==> config.mk <==
export PLATFORM = sky130hd
export DESIGN_NAME = pool_writeback
export DESIGN_NICKNAME = d
export VERILOG_FILES = /design/src/rtl/sys_types_pkg.sv /design/src/rtl/pool_wb_fifo.sv /design/src/rtl/pool_writeback.sv
export SDC_FILE = /design/constraint.sdc
export NUM_CORES = 1
export LEC_CHECK = 0
export BUFFER_PORTS_ARGS = -buffer_cell sky130_fd_sc_hd__buf_2
export CAP_MARGIN = 10
export CORE_ASPECT_RATIO = 1.4
export CORE_MARGIN = 10
export CORE_UTILIZATION = 55
export DETAILED_ROUTE_END_ITERATION = 12
export GPL_ROUTABILITY_DRIVEN = 0
export PLACE_DENSITY_LB_ADDON = 0.08
export SLEW_MARGIN = 10
export SYNTH_ARGS = -nofsm -noshare
export SYNTH_HDL_FRONTEND = slang
export SYNTH_HIERARCHICAL = 1
export SYNTH_SLANG_ARGS = --single-unit
==> constraint.sdc <==
create_clock -name clk -period 5.5 [get_ports clk]
set_clock_uncertainty 0.15 [all_clocks]
set_input_delay 0.275 -clock clk [delete_from_list [all_inputs] [get_ports clk]]
set_output_delay 0.275 -clock clk [all_outputs]
set_load 0.1 [all_outputs]
==> src/rtl/sys_types_pkg.sv <==
// Shared types for the pooling datapath: int8 sample type, write-back FIFO entry, FSM states.
// Latency: n/a (types and a combinational helper only).
// Backpressure: n/a.
package sys_types;

    typedef logic signed [7:0] int8_t;

    localparam int WORD_BYTES     = 4;
    // Widest pooled matrix the write-back entry is sized for; lin = row*w + col fits in 2*log2 bits.
    localparam int POOL_WB_MAX_N  = 64;
    localparam int POOL_WB_LIN_W  = 2 * $clog2(POOL_WB_MAX_N);

    typedef struct packed {
        logic [POOL_WB_LIN_W-1:0] lin;
        int8_t                    data;
    } pool_wb_entry_t;

    typedef enum logic [1:0] {
        S_IDLE  = 2'd0,
        S_RUN   = 2'd1,
        S_FLUSH = 2'd2,
        S_DONE  = 2'd3
    } pool_wb_state_e;

    // Place a byte into its lane of a memory word, other lanes zero.
    function automatic logic [8*WORD_BYTES-1:0] lane_place(input int8_t b, input logic [1:0] lane);
        lane_place = {{(8*WORD_BYTES-8){1'b0}}, b} << {lane, 3'b000};
    endfunction

endpackage

==> src/rtl/pool_wb_fifo.sv <==
// Synchronous FIFO with full/empty flags; pop_data shows the head entry combinationally.
// Latency: a pushed entry is visible at pop_data the cycle after the push.
// Backpressure: push while full is ignored unless a pop happens the same cycle (slot reused).
// Ports: clk, reset (async, active-high), push/push_data, pop/pop_data, full, empty.
module pool_wb_fifo #(
    parameter int WIDTH = 8,
    parameter int DEPTH = 4
) (
    input  logic             clk,
    input  logic             reset,
    input  logic             push,
    input  logic [WIDTH-1:0] push_data,
    input  logic             pop,
    output logic [WIDTH-1:0] pop_data,
    output logic             full,
    output logic             empty
);
    // DEPTH must be a power of two so the pointers wrap naturally.
    localparam int PTR_W = (DEPTH > 1) ? $clog2(DEPTH) : 1;

    logic [WIDTH-1:0] mem [DEPTH];
    logic [PTR_W-1:0] wr_ptr;
    logic [PTR_W-1:0] rd_ptr;
    logic [PTR_W:0]   count;
    logic             do_push;
    logic             do_pop;

    assign full     = (count == (PTR_W+1)'(DEPTH));
    assign empty    = (count == '0);
    assign do_pop   = pop && !empty;
    assign do_push  = push && (!full || do_pop);
    assign pop_data = mem[rd_ptr];

    always_ff @(posedge clk or posedge reset) begin
        if (reset) begin
            wr_ptr <= '0;
            rd_ptr <= '0;
            count  <= '0;
        end else begin
            if (do_push) wr_ptr <= wr_ptr + PTR_W'(1);
            if (do_pop)  rd_ptr <= rd_ptr + PTR_W'(1);
            case ({do_push, do_pop})
                2'b10:   count <= count + (PTR_W+1)'(1);
                2'b01:   count <= count - (PTR_W+1)'(1);
                default: count <= count;
            endcase
        end
    end

    // Storage needs no reset: entries are only read after being written.
    always_ff @(posedge clk) begin
        if (do_push) mem[wr_ptr] <= push_data;
    end

endmodule

==> src/rtl/pool_writeback.sv <==
// Pooled int8 results -> byte-merged 32-bit memory writes with byte enables; tracks layer end.
// Latency: sample poppable 1 cycle after arrival; a word-completing byte reaches mem_we 2 cycles later.
// Backpressure: mem_ready stalls hold the write and stop pops; input FIFO absorbs, overflow drops (sticky flag).
// Ports: clk, reset (async, active-high); start/out_w/out_h/base_addr layer config;
//        in_valid/in_row/in_col/in_data sample stream; mem_we/mem_addr/mem_wdata/mem_be/mem_ready write port;
//        busy, done (1-cycle pulse), overflow (sticky).
// Build option: define POOL_WB_RELU_EN to clamp negative samples to zero on entry.
module pool_writeback
    import sys_types::*;
#(
    parameter int MAX_N      = 64,
    parameter int N_BITS     = $clog2(MAX_N),
    parameter int ADDR_W     = 12,
    parameter int FIFO_DEPTH = 4
) (
    input  logic              clk,
    input  logic              reset,
    input  logic              start,
    input  logic [N_BITS-1:0] out_w,
    input  logic [N_BITS-1:0] out_h,
    input  logic [ADDR_W-1:0] base_addr,
    input  logic              in_valid,
    input  logic [N_BITS-1:0] in_row,
    input  logic [N_BITS-1:0] in_col,
    input  int8_t             in_data,
    output logic              mem_we,
    output logic [ADDR_W-1:0] mem_addr,
    output logic [31:0]       mem_wdata,
    output logic [3:0]        mem_be,
    input  logic              mem_ready,
    output logic              busy,
    output logic              done,
    output logic              overflow
);
    localparam int LIN_W = 2 * N_BITS;
    localparam int CNT_W = LIN_W + 1;

    pool_wb_state_e state, state_n;

    logic [N_BITS-1:0] cfg_w, cfg_h;
    logic [ADDR_W-1:0] cfg_base;
    logic [CNT_W-1:0]  count;
    logic [CNT_W-1:0]  total;
    logic              overflow_r;

    // Merge register: word being assembled.
    logic              m_vld, m_vld_n;
    logic [ADDR_W-1:0] m_addr, m_addr_n;
    logic [31:0]       m_data, m_data_n;
    logic [3:0]        m_be, m_be_n;

    // Write register: drives the memory port, held until accepted.
    logic              wr_vld, wr_vld_n;
    logic [ADDR_W-1:0] wr_addr, wr_addr_n;
    logic [31:0]       wr_data, wr_data_n;
    logic [3:0]        wr_be, wr_be_n;

    logic              push_ok, drop, wr_free;
    logic [LIN_W-1:0]  lin;
    int8_t             push_val;
    pool_wb_entry_t    entry_in, entry_out;
    logic              fifo_pop, fifo_full, fifo_empty;

    logic [LIN_W-1:0]  p_lin;
    logic [ADDR_W-1:0] p_addr;
    logic [1:0]        p_lane;
    logic              hit;
    logic [3:0]        merged_be;
    logic [31:0]       merged_data;

`ifdef POOL_WB_RELU_EN
    assign push_val = in_data[7] ? int8_t'(0) : in_data;
`else
    assign push_val = in_data;
`endif

    assign lin     = LIN_W'(in_row) * LIN_W'(cfg_w) + LIN_W'(in_col);
    assign total   = CNT_W'(cfg_h) * CNT_W'(cfg_w);
    assign push_ok = in_valid && (state == S_RUN);
    // A write accepted this cycle frees the write register for a new one.
    assign wr_free  = !wr_vld || mem_ready;
    assign fifo_pop = !fifo_empty && wr_free;
    assign drop     = push_ok && fifo_full && !fifo_pop;

    assign entry_in.lin  = POOL_WB_LIN_W'(lin);
    assign entry_in.data = push_val;

    pool_wb_fifo #(
        .WIDTH ($bits(pool_wb_entry_t)),
        .DEPTH (FIFO_DEPTH)
    ) u_fifo (
        .clk       (clk),
        .reset     (reset),
        .push      (push_ok),
        .push_data (entry_in),
        .pop       (fifo_pop),
        .pop_data  (entry_out),
        .full      (fifo_full),
        .empty     (fifo_empty)
    );

    assign p_lin       = LIN_W'(entry_out.lin);
    assign p_lane      = p_lin[1:0];
    assign p_addr      = cfg_base + ADDR_W'(p_lin[LIN_W-1:2]);
    assign hit         = m_vld && (m_addr == p_addr) && !m_be[p_lane];
    assign merged_be   = m_be | (4'b0001 << p_lane);
    assign merged_data = m_data | lane_place(entry_out.data, p_lane);

    always_comb begin
        m_vld_n   = m_vld;
        m_addr_n  = m_addr;
        m_data_n  = m_data;
        m_be_n    = m_be;
        wr_vld_n  = wr_vld && !mem_ready;
        wr_addr_n = wr_addr;
        wr_data_n = wr_data;
        wr_be_n   = wr_be;
        if (fifo_pop) begin
            if (hit) begin
                if (&merged_be) begin
                    // Completed word goes straight out instead of waiting for a differing address.
                    wr_vld_n  = 1'b1;
                    wr_addr_n = m_addr;
                    wr_data_n = merged_data;
                    wr_be_n   = merged_be;
                    m_vld_n   = 1'b0;
                    m_data_n  = '0;
                    m_be_n    = '0;
                end else begin
                    m_data_n = merged_data;
                    m_be_n   = merged_be;
                end
            end else begin
                // Different word or duplicate lane: retire the old word, start a new one.
                if (m_vld) begin
                    wr_vld_n  = 1'b1;
                    wr_addr_n = m_addr;
                    wr_data_n = m_data;
                    wr_be_n   = m_be;
                end
                m_vld_n  = 1'b1;
                m_addr_n = p_addr;
                m_data_n = lane_place(entry_out.data, p_lane);
                m_be_n   = 4'b0001 << p_lane;
            end
        end else if ((state == S_FLUSH) && m_vld && wr_free) begin
            wr_vld_n  = 1'b1;
            wr_addr_n = m_addr;
            wr_data_n = m_data;
            wr_be_n   = m_be;
            m_vld_n   = 1'b0;
            m_data_n  = '0;
            m_be_n    = '0;
        end
    end

    always_comb begin
        state_n = state;
        case (state)
            S_IDLE:  if (start) state_n = S_RUN;
            S_RUN:   if ((count == total) && fifo_empty) state_n = S_FLUSH;
            S_FLUSH: if (!m_vld && wr_free) state_n = S_DONE;
            S_DONE:  state_n = S_IDLE;
            default: state_n = S_IDLE;
        endcase
    end

    always_ff @(posedge clk or posedge reset) begin
        if (reset) begin
            state      <= S_IDLE;
            cfg_w      <= '0;
            cfg_h      <= '0;
            cfg_base   <= '0;
            count      <= '0;
            overflow_r <= 1'b0;
            m_vld      <= 1'b0;
            m_addr     <= '0;
            m_data     <= '0;
            m_be       <= '0;
            wr_vld     <= 1'b0;
            wr_addr    <= '0;
            wr_data    <= '0;
            wr_be      <= '0;
        end else begin
            state   <= state_n;
            m_vld   <= m_vld_n;
            m_addr  <= m_addr_n;
            m_data  <= m_data_n;
            m_be    <= m_be_n;
            wr_vld  <= wr_vld_n;
            wr_addr <= wr_addr_n;
            wr_data <= wr_data_n;
            wr_be   <= wr_be_n;
            if ((state == S_IDLE) && start) begin
                cfg_w      <= out_w;
                cfg_h      <= out_h;
                cfg_base   <= base_addr;
                count      <= '0;
                overflow_r <= 1'b0;
            end else begin
                // Dropped samples still count so the layer always terminates.
                if (push_ok) count <= count + CNT_W'(1);
                if (drop)    overflow_r <= 1'b1;
            end
        end
    end

    assign mem_we    = wr_vld;
    assign mem_addr  = wr_addr;
    assign mem_wdata = wr_data;
    assign mem_be    = wr_be;
    assign busy      = (state != S_IDLE);
    assign done      = (state == S_DONE);
    assign overflow  = overflow_r;

endmodule

==> results.sh <==
export IMPL_antenna_cells=0
export IMPL_worst_path_largest_cell_delay_ns=0.58
export IMPL_setup_tns_final_ns=0
export IMPL_cpMaxStageDelayCell="dfrtp_1"
export IMPL_clkLatencyLatePin_ns=0.50
export IMPL_synthDistinctLibCells=71
export IMPL_cts_buffer_depth=3
export IMPL_drive_above_1_share=0.198
export IMPL_max_freq_mhz=198
export IMPL_reg2reg_to="state[1]$_DFFE_PP0P_"
export IMPL_synth_largest_area_cell="dfrtp_1"
export IMPL_reg2reg_depth=14
export IMPL_fin_cells=1461
export IMPL_post_route_period_util=0.919
export IMPL_routed_via_density=5.56
export IMPL_core_um2=22400
export IMPL_synthesis_nets=1181
export IMPL_clkTransAtPathRegs_ns=0.06
export IMPL_die_width_um=147
export IMPL_async_reset_ff_frac=0.644
export IMPL_min_path_type="primary input to register"
export IMPL_hold_slack_ns=0.0347
export IMPL_cpLargestDelayFamily="adder cells"
export IMPL_wirelength_um=26700
export IMPL_dieArea_um2=29200
export IMPL_max_slew_margin_rel=0.371
export IMPL_gr_total_overflow=0
export IMPL_hpwlAfterDp_um=19600
export IMPL_seq_area_um2=6030
export IMPL_pre_cts_ws_ns=0.465
export IMPL_hold_end="u_fifo/mem[0][8]$_DFFE_PP_"
export IMPL_cts_tree="done"
export IMPL_end_kind="register"
export IMPL_antenna_found_initial=0
export IMPL_period_needed_ns=5.05
export IMPL_fin_ws_ns=0.445
export IMPL_finalMaxSlewViolations=0
export IMPL_path_buf_inv=1
export IMPL_r2r_start="cfg_w[5]$_DFFE_PP0P_"
export IMPL_postSynthCellCount=1022
export IMPL_ys_seq_area_frac=0.483
export IMPL_nets=1302
export IMPL_rsz0062_at_grt="no"
export IMPL_fillerInstances=1830
export IMPL_wl_per_cell_um=18.3
export IMPL_crit_top_cell="fa_1"
export IMPL_reg2reg_slack_ns=0.45
export IMPL_synth_simple_gate_area_frac=0.0878
export IMPL_portBuffers=100
export IMPL_area_growth_pct=14.5
export IMPL_ys_warn_count=6
export IMPL_start_kind="register"
export IMPL_root_buffer="clkbuf_16"
export IMPL_num_vias=8117
export IMPL_synthAdderAreaFrac=0.134
export IMPL_cts_buffers=23
export IMPL_die_height_um=198
export IMPL_ys_top_cells_by_area="dfrtp_1 29%, edfxtp_1 19%, ha_1 7.1%, fa_1 6.3%, mux4_2 3.8%"
export IMPL_drv_cap=0
export IMPL_worstPathMaxFanout=13
export IMPL_ys_seq_elements=225
export IMPL_tightest_slew_ns=0.944
export IMPL_synth_edf_count=80
export IMPL_h_tree_depth=1
export IMPL_first_pass_iters=5
export IMPL_synth_top_family_by_area="adder cells"
export IMPL_required_ns=5.73
export IMPL_cp_data_arrival_time_ns=5.29
export IMPL_drc=0
export IMPL_avgSynthCellArea_um2=12.2
export IMPL_cts_resized=0
export IMPL_ant_nets=0
export IMPL_outcome="complete, no violations"
export IMPL_critPathKind="register to register"
export IMPL_synth_main_ff_cell="dfrtp_1"
export IMPL_postCtsSetupBuffers=0
export IMPL_cts_sinks=225
export IMPL_hold_viol=0
export IMPL_dpl_cell_count=1385
export IMPL_first_iter_violations=388
export IMPL_synth_top_area_share=0.291
export IMPL_worstSetupPathDepth=14
export IMPL_syn_area_um2=12500
export IMPL_grt_max_degree=101
export IMPL_synth_mux_area_frac=0.0874
export IMPL_setup_violations=0
export IMPL_grt_pass1_wl_um=44200
export IMPL_io_pins=101
export IMPL_hold_path_cell_count=2
export IMPL_grt_pass1_vias=8617
export IMPL_initial_utilization=0.556
export IMPL_rows=65
export IMPL_synth_compound_area_share=0.111
export IMPL_grt_util_all_layers=0.184
export IMPL_path_cells="nand2_1, fa_1, inv_1, fa_1, fa_1, ha_1, xnor2_1, a22oi_1, nand3_1, or4_1, or4_1, o31ai_1, nand3_1, mux2_1"
export IMPL_multi_input_area_um2=5890
export IMPL_synth_xor_area_frac=0.0509
export IMPL_hp_start="in_col[0]"
## kinds of logic after synthesis
group           count (synthesis)
buf+inv                       127
simple gates                  218
compound gates                207
flops                         225
fa+ha+maj                     110
xor+xnor                       63
mux                            72
## how the worst max path moves through the flow
| stage | start | slack, ns | to |
|---|---|---|---|
| floorplan | cfg_w[5]$_DFFE_PP0P_ | 0.75 | state[1]$_DFFE_PP0P_ |
| global route | cfg_w[5]$_DFFE_PP0P_ | 0.13 | state[1]$_DFFE_PP0P_ |
| CTS | cfg_w[5]$_DFFE_PP0P_ | 0.45 | state[1]$_DFFE_PP0P_ |
| detailed placement | cfg_w[5]$_DFFE_PP0P_ | 0.47 | state[1]$_DFFE_PP0P_ |
| global placement | cfg_w[5]$_DFFE_PP0P_ | 0.63 | state[1]$_DFFE_PP0P_ |
| finish | cfg_w[5]$_DFFE_PP0P_ | 0.45 | state[1]$_DFFE_PP0P_ |
## cell type report
type / instances / area share
multi-input cells: 670 / 0.412
flip-flops and latches: 225 / 0.422
well taps: 301 / 0.0264
repair buffers: 150 / 0.0681
clock inverters: 13 / 0.00911
clock buffers: 29 / 0.0426
inverters: 73 / 0.0195
## cells in the mapped netlist, drive strengths merged (9+ instances only)
master    n
nor2     56
a21o     13
dfrtp   145
and2     41
o21ai    24
clkbuf   22
nand2    62
mux2     46
a22o     32
fa       39
ha       71
a21oi    62
xor2     25
buf      32
xnor2    32
a31oi    38
nand3     9
mux4     21
inv      73
edfxtp   80
## routing by layer
metal  track usage  wire length, um  part of all wire
met5             0                0                 0
met4        0.0537              618             0.023
met3        0.0345             1330             0.050
met2         0.332            14000              0.52
met1         0.219            10800              0.40
## flip-flops by register name, summed over array words and instances (netlist names)
signal         count
mem_be             4
u_fifo/count       3
mem_we             1
cfg_base          12
u_fifo/wr_ptr      2
overflow           1
count             13
m_be               4
m_addr            12
u_fifo/rd_ptr      2
state              2
mem_addr          12
m_data            32
m_vld              1
cfg_h              6
mem_wdata         32
u_fifo/mem        80
cfg_w              6
## through the flow
stage	utilization	instance area, um2
floorplan	-	12500
global placement	0.588	13200
detailed placement	0.588	13200
CTS	0.637	14300
global route	0.637	14300
finish	0.637	14300
## cells in the final DEF, fill, tap and decap left out, drive strengths merged, types with 5 or more instances in the layout
cell,synthesis,final
a31oi,38,38
mux2i,5,5
dlygate4sd3,0,34
nand3,9,9
nand2b,6,6
a21o,13,13
xor2,25,25
o21ai,24,24
nor2,56,56
mux2,46,46
xnor2,32,32
buf,32,116
nand4,6,6
a21boi,5,5
dfrtp,145,145
and2,41,41
clkinv,0,6
a21oi,62,62
xnor3,5,5
a22o,32,32
fa,39,39
nor3,8,8
ha,71,71
mux4,21,21
nand2,62,62
clkbuf,22,29
inv,73,76
edfxtp,80,80
## repair_timing
item | in CTS | in global routing
hold endpoints to repair | 163 | 0
endpoints found under the setup margin | 0 | 0
hold buffers | 34 | 0
## worst register-to-register path, stage by stage, from the launching register on
cell     delay, ns
dfrtp_1       0.58
nand2_1       0.14
fa_1          0.55
inv_1         0.06
fa_1          0.50
fa_1          0.43
ha_1          0.32
xnor2_1       0.20
a22oi_1       0.19
nand3_1       0.09
or4_1         0.50
or4_1         0.40
o31ai_1       0.32
nand3_1       0.17
mux2_1        0.35
Power is left out: the tool's default activity adds up to more than one toggle a clock period on the data nets, which glitch-free logic cannot reach.
